===== config.mk =====
export PLATFORM = sky130hd
export DESIGN_NAME = conv_kxk
export DESIGN_NICKNAME = d
export VERILOG_FILES = /design/src/rtl/conv_kxk.sv
export SDC_FILE = /design/constraint.sdc
export NUM_CORES = 1
export LEC_CHECK = 0
export ABC_CLOCK_PERIOD_IN_PS = 6500
export CORE_MARGIN = 2
export CORE_UTILIZATION = 49
export CTS_BUF_LIST = sky130_fd_sc_hd__clkbuf_4 sky130_fd_sc_hd__clkbuf_8
export CTS_CLUSTER_DIAMETER = 100
export CTS_CLUSTER_SIZE = 8
export DETAILED_ROUTE_END_ITERATION = 7
export HOLD_SLACK_MARGIN = 0.1
export MAX_ROUTING_LAYER = met4
export PLACE_DENSITY = 0.76
export RECOVER_POWER = 100
export SYNTH_ARGS = -nofsm -noshare
export SYNTH_HDL_FRONTEND = slang
export SYNTH_SLANG_ARGS = --single-unit
export TNS_END_PERCENT = 100

===== constraint.sdc =====
create_clock -name clk -period 6.5 [get_ports clk]
set_input_delay 1.95 -clock clk [delete_from_list [all_inputs] [get_ports clk]]
set_output_delay 1.95 -clock clk [all_outputs]
set_load 0.01 [all_outputs]

===== src/rtl/conv_kxk.sv =====
// conv_kxk - parametrised KxK multi-channel convolution engine.
//
// Takes one KxK window per beat and produces one filtered pixel per beat. The
// window is multiplied by a signed kernel, summed per channel, shifted right
// and clamped (or rectified) back to DW bits. There are three pipeline stages
// with full valid/ready flow control, and empty stages collapse out of the way.
//
// Ports
//   clk     in   rising-edge clock
//   rst     in   asynchronous reset, active low
//   en      in   input enable; when 0, no new beat is accepted
//   mode    in   0 = clamp to [0, 2^DW-1]; 1 = |y|, then clamp to 2^DW-1
//   s_data  in   window; pixel (r,c) channel ch at [((r*K+c)*CH+ch)*DW +: DW]
//   s_vld   in   input beat valid
//   s_rdy   out  input ready
//   m_data  out  filtered pixel; channel ch at [ch*DW +: DW]
//   m_vld   out  output valid
//   m_rdy   in   output ready
module conv_kxk #(
   parameter int                 K      = 3,
   parameter int                 CH     = 3,
   parameter int                 DW     = 8,
   parameter int                 CW     = 4,
   parameter logic [K*K*CW-1:0]  KERNEL = {4'd1, 4'd2, 4'd1,
                                           4'd2, 4'd4, 4'd2,
                                           4'd1, 4'd2, 4'd1},
   parameter int                 SHIFT  = 4
) (
   input  logic                  clk,
   input  logic                  rst,
   input  logic                  en,
   input  logic                  mode,
   input  logic [K*K*CH*DW-1:0]  s_data,
   input  logic                  s_vld,
   output logic                  s_rdy,
   output logic [CH*DW-1:0]      m_data,
   output logic                  m_vld,
   input  logic                  m_rdy
);
   localparam int NP = K * K;                       // taps per channel
   localparam int PW = DW + 1 + CW;                 // product width (pixel gets a sign bit)
   localparam int AW = DW + CW + $clog2(NP) + 1;    // accumulator width, no overflow possible
   localparam logic signed [AW-1:0] MAXV = $signed({{(AW-DW){1'b0}}, {DW{1'b1}}});

   // ------------------------------------------------------------------
   // Flow control. Each stage loads when it is empty or when the next stage
   // loads, so bubbles collapse even while the output is stalled.
   // ------------------------------------------------------------------
   logic r_v1;
   logic r_v2;
   logic r_m_vld;
   logic [CH*DW-1:0] r_m_data;
   logic w_ld1;
   logic w_ld2;
   logic w_ld3;
   logic w_acc;

   assign w_ld3 = !r_m_vld || m_rdy;
   assign w_ld2 = !r_v2 || w_ld3;
   assign w_ld1 = !r_v1 || w_ld2;
   assign s_rdy = en && rst && w_ld1;
   assign w_acc = s_vld && s_rdy;

   logic [NP*CH*PW-1:0] w_prod_flat;
   logic [CH*AW-1:0]    w_sum_flat;
   logic [CH*DW-1:0]    w_norm_flat;

   // ------------------------------------------------------------------
   // Stage 1: one signed product per tap and channel.
   // ------------------------------------------------------------------
   for (genvar gi = 0; gi < NP; gi++) begin : g_tap
      for (genvar gc = 0; gc < CH; gc++) begin : g_ch
         logic signed [PW-1:0] w_pix;
         logic signed [PW-1:0] w_coef;
         logic signed [PW-1:0] r_prod;

         // Pixels are unsigned, so zero-extend them. Coefficients are signed,
         // so sign-extend them.
         assign w_pix  = {{(CW+1){1'b0}}, s_data[(gi*CH+gc)*DW +: DW]};
         assign w_coef = PW'($signed(KERNEL[gi*CW +: CW]));

         always_ff @(posedge clk) begin
            if (w_acc) begin
               r_prod <= w_pix * w_coef;
            end
         end

         assign w_prod_flat[(gi*CH+gc)*PW +: PW] = r_prod;
      end
   end

   // ------------------------------------------------------------------
   // Stage 2: per-channel sum of all taps.
   // Stage 3 datapath: shift, rectify and saturate.
   // ------------------------------------------------------------------
   for (genvar gi = 0; gi < CH; gi++) begin : g_chan
      logic signed [AW-1:0] w_sum;
      logic signed [AW-1:0] r_sum;
      logic signed [AW-1:0] w_y;
      logic signed [AW-1:0] w_sel;
      logic [DW-1:0]        w_px;

      always_comb begin
         w_sum = '0;
         for (int i = 0; i < NP; i++) begin
            w_sum = w_sum + AW'($signed(w_prod_flat[(i*CH+gi)*PW +: PW]));
         end
      end

      always_ff @(posedge clk) begin
         if (w_ld2 && r_v1) begin
            r_sum <= w_sum;
         end
      end

      assign w_sum_flat[gi*AW +: AW] = r_sum;

      // The arithmetic shift floors toward minus infinity.
      assign w_y = r_sum >>> SHIFT;

      // In mode 1 a negative value is negated first. After that, any value
      // that is still negative can only come from mode 0, and it becomes 0.
      always_comb begin
         w_sel = w_y;
         if (mode && w_y[AW-1]) begin
            w_sel = -w_y;
         end
         if (w_sel[AW-1]) begin
            w_px = '0;
         end else if (w_sel > MAXV) begin
            w_px = '1;
         end else begin
            w_px = w_sel[DW-1:0];
         end
      end

      assign w_norm_flat[gi*DW +: DW] = w_px;
   end

   // ------------------------------------------------------------------
   // Valid bits and the output register. mode is sampled here, when the
   // beat enters the last stage.
   // ------------------------------------------------------------------
   always_ff @(posedge clk or negedge rst) begin
      if (!rst) begin
         r_v1     <= 1'b0;
         r_v2     <= 1'b0;
         r_m_vld  <= 1'b0;
         r_m_data <= '0;
      end else begin
         if (w_ld1) begin
            r_v1 <= w_acc;
         end
         if (w_ld2) begin
            r_v2 <= r_v1;
         end
         if (w_ld3) begin
            r_m_vld <= r_v2;
            if (r_v2) begin
               r_m_data <= w_norm_flat;
            end
         end
      end
   end

   assign m_vld  = r_m_vld;
   assign m_data = r_m_data;

   // w_sum_flat is not read anywhere else; this keeps it observable during debug.
   logic w_unused;
   assign w_unused = ^w_sum_flat;

endmodule

==> impl_results.md <==
* Run status: finished with violations
* Failing checks: capacitance limit, slew limit
* Area Overhead vs Synth at 27.7%
* First-pass GRT wire length at 37,400 um
* RSZ-0062 raised after global routing: no
* Placed Cells incl. Taps at 1,541
* Hold Path Class: reg -> reg
* Root Driver: clkbuf_8
* H-tree levels at 2
* Setup TNS at 0 ns
* Most common cell after layout, fill and taps aside: inv_1
* Number of synthesized flops with an enable pin at 243
* Commonest non-fill, non-tap cells in the layout: inv_1 (258), dlygate4sd3_1 (244), edfxtp_1 (243), fa_1 (156), nor2_1 (57)
* Fin. max-slew vios at approximately 130
* Post-synthesis sequential area ratio at roughly 58%
* Worst r2r dst: g_chan[0].r_sum[12]
* Worst r2r path cells at 14
* CP delay by family, top: buffers and inverters
* Slew HR at -66.7%
* Largest stage delay, worst path at ~0.66 ns
* Ys async rst share at roughly 10%
* Ys Warns at 0
* CTS tree: done
* Final period utilization at 86.8%
* Fraction of layout cells with a size suffix above 1 at under 10%
* Drt first pass iters at 4
* WP buf/inv at 2
* Per-cell routed wire length at 14.5 um
* Resized Gates After CTS at 0
* Seq cells post-synth at between 200 and 300
* Clk Latency, worst-skew pair at 0.53 ns
* Slew @ Worst Pin at 2.50 ns
* Req. time, crit path at between 4 and 5 ns
* Pwr dens at approximately 350 nW/um2
* Reg2reg setup slack at roughly 2 ns
* Reg2reg start: g_tap[0].g_ch[0].r_prod[5]
* Hold EP: m_vld
* Vias per cell at 4.51
* Post-synth top flop: edfxtp_1
* Endpoints failing setup at 0
* Crit path max fanout at 4
* Total power at 0.00613 W
* Startpoint type of the worst setup path: primary input
* Placer Congestion at approximately 0.74
* Crit-path slowest cell: dlygate4sd3_1
* Die width at about 170 um
* DP HPWL at between 15,000 and 20,000 um
* DP Area at 16,600 um2
* DR vias at 7,323
* CP endpoint kind: output pin
* Crit path arrival time at 3.69 ns
* Yosys cell types at 40
* CTS Hold Bufs at 0
* Clk pin slew, worst setup/hold paths at 0.07 ns
* Core area at between 20,000 and 30,000 um2
* Initial drt markers at 266
* Crit-path cells: dlygate4sd3_1 -> nand2b_1 -> nor2_1 -> a21oi_1 -> dlygate4sd3_1
* Final Non-Filler Cells at 1,623
* Gr ovfl total at 0
* Initial antenna violation count at 12
* CTS Sinks at 270
* Post-synth top area cell: edfxtp_1
* Starting density of the core at around 50%
* Hold Path Cell Cnt at 2
* Cell mode on critical path: dlygate4sd3_1
* Row cnt at 61
* F_max at 0.177 GHz
* VDD IR-drop max at 0.219 mV
* Static Leak at a little over 7 nW
* Die Ht at around 170 um
* Top-area cell type share of the netlist area at about 53%
* Post-route ant nets at 0
* Num CTS Buffers at 39
* IO Port Bufs at around 250
* Post-CTS setup buffer count at 0
* Syn nets at 1,336
* Max Cap Viol at 3
* Vias in the first global route at between 7,000 and 8,000
* Post-synthesis instance total at ~920
* Crit Path Category: in -> out
* Final WL at roughly 23,000 um
* Total track usage at between 15 and 20%
* Drt drc at 0
* Largest net degree at the start of global routing at a little under 60
* Syn_area_per_cell at roughly 15 um2
* I/O pin count at around 250
* Fin. Hold Viols at 0
* Max clock buf depth at 3
* Clock skew at around 0.022 ns
* Hold path start: r_v2
* Die area at around 29,000 um2
* Min cycle time layout at about 5.6 ns
* Mapped Area at approximately 14,000 um2
* Nets@finish at about 1,600
* Top post-synthesis cells by area: edfxtp_1 (53%), fa_1 (23%), inv_1 (7.1%)
* Final instance area at 17,400 um2
## cells in the mapped netlist (2+ instances only)
master,count
o21ai_0,7
nand4bb_1,2
buf_1,5
a21oi_1,40
nor2b_1,3
fa_1,156
a221oi_2,2
a21oi_2,2
xor2_1,8
edfxtp_1,243
a211o_1,2
a21o_1,5
or2_2,2
and2_1,6
o21bai_1,2
inv_1,258
nand2_1,12
nand2b_1,2
xnor2_1,12
nor3_1,3
ha_1,39
nor2_1,57
clkbuf_1,2
dfrtp_1,27
o21a_1,2
or3_1,2
nand3_1,4
o21ai_2,2
## power breakdown
group / switching, W / leakage (nW) / internal, W / total (W)
Sequential: 0.0000682 / 2.54 / 0.00223 / 0.00230
Combinational: 0.00132 / 4.27 / 0.00116 / 0.00248
Clock: 0.000602 / 0.431 / 0.000753 / 0.00135
Total: 0.00199 / 7.23 / 0.00414 / 0.00613
## metal layers
| layer | GRT usage (%) | up-vias | wire length, um |
|---|---|---|---|
| met5 | - | - | 0 |
| met4 | 5.01 | 0 | 478 |
| met3 | 6.87 | 42 | 2310 |
| met2 | 28.8 | 216 | 12000 |
| met1 | 18.9 | 3550 | 8750 |
| li1 | - | 3515 | - |
## layout make-up
class,instances,area (um2)
fill,2092,10200
sequential,270,7970
multi-input combinational,383,4650
timing repair buffer,252,2530
inverter,258,968
clock buffer,70,788
tap,378,473
antenna,12,30.0
## registers in the layout, summed over array words and instances, names as in the netlist
name and count:
r_v2 1, r_v1 1, g_chan.r_sum 27, g_tap.g_ch.r_prod 216, m_vld 1, m_data 24
## worst register-to-register path: cells and delay by family (launching register included)
kind            cells  cell delay [ns]
flops               1             0.32
compound gates      5             1.22
buf+inv             4             0.22
fa+ha+maj           5             2.47
## per-stage QoR
stage / worst slack [ns] / hold slack (ns) / utilization, %
final: 0.860 / 0.483 / 63.0
after global routing: 0.626 / 0.505 / 63.0
after CTS: 0.948 / 0.471 / 63.1
after detailed placement: 0.966 / 0.460 / 60.2
after global placement: 0.950 / 0.453 / 60.2
after floorplan: 0.928 / 0.439 / -
## logic make-up (layout without fill, tap and decap cells)
kind of cell	count (synthesis)	in the layout	synth area share (%)
DFF	270	270	58.4
buffers and inverters	266	580	7.33
adders and majority gates	195	195	26.5
and+or+nand+nor	96	96	3.17
AOI/OAI and AO/OA	72	72	3.31
xor gates and xnor gates	20	20	1.28
other	0	12	0
## worst max path at each step
stage / from / cells past startpoint / slack [ns] / endpoint
5_1_grt: m_rdy / 6 / 0.63 / g_tap[2].g_ch[0].r_prod[3]
2_1_floorplan: m_rdy / 4 / 0.93 / g_tap[0].g_ch[0].r_prod[0]
6_report: m_rdy / 5 / 0.86 / s_rdy
3_5_place_dp: m_rdy / 5 / 0.97 / s_rdy
4_1_cts: m_rdy / 5 / 0.95 / s_rdy
3_3_place_gp: m_rdy / 5 / 0.95 / s_rdy
(Power assumes the default switching activity.)
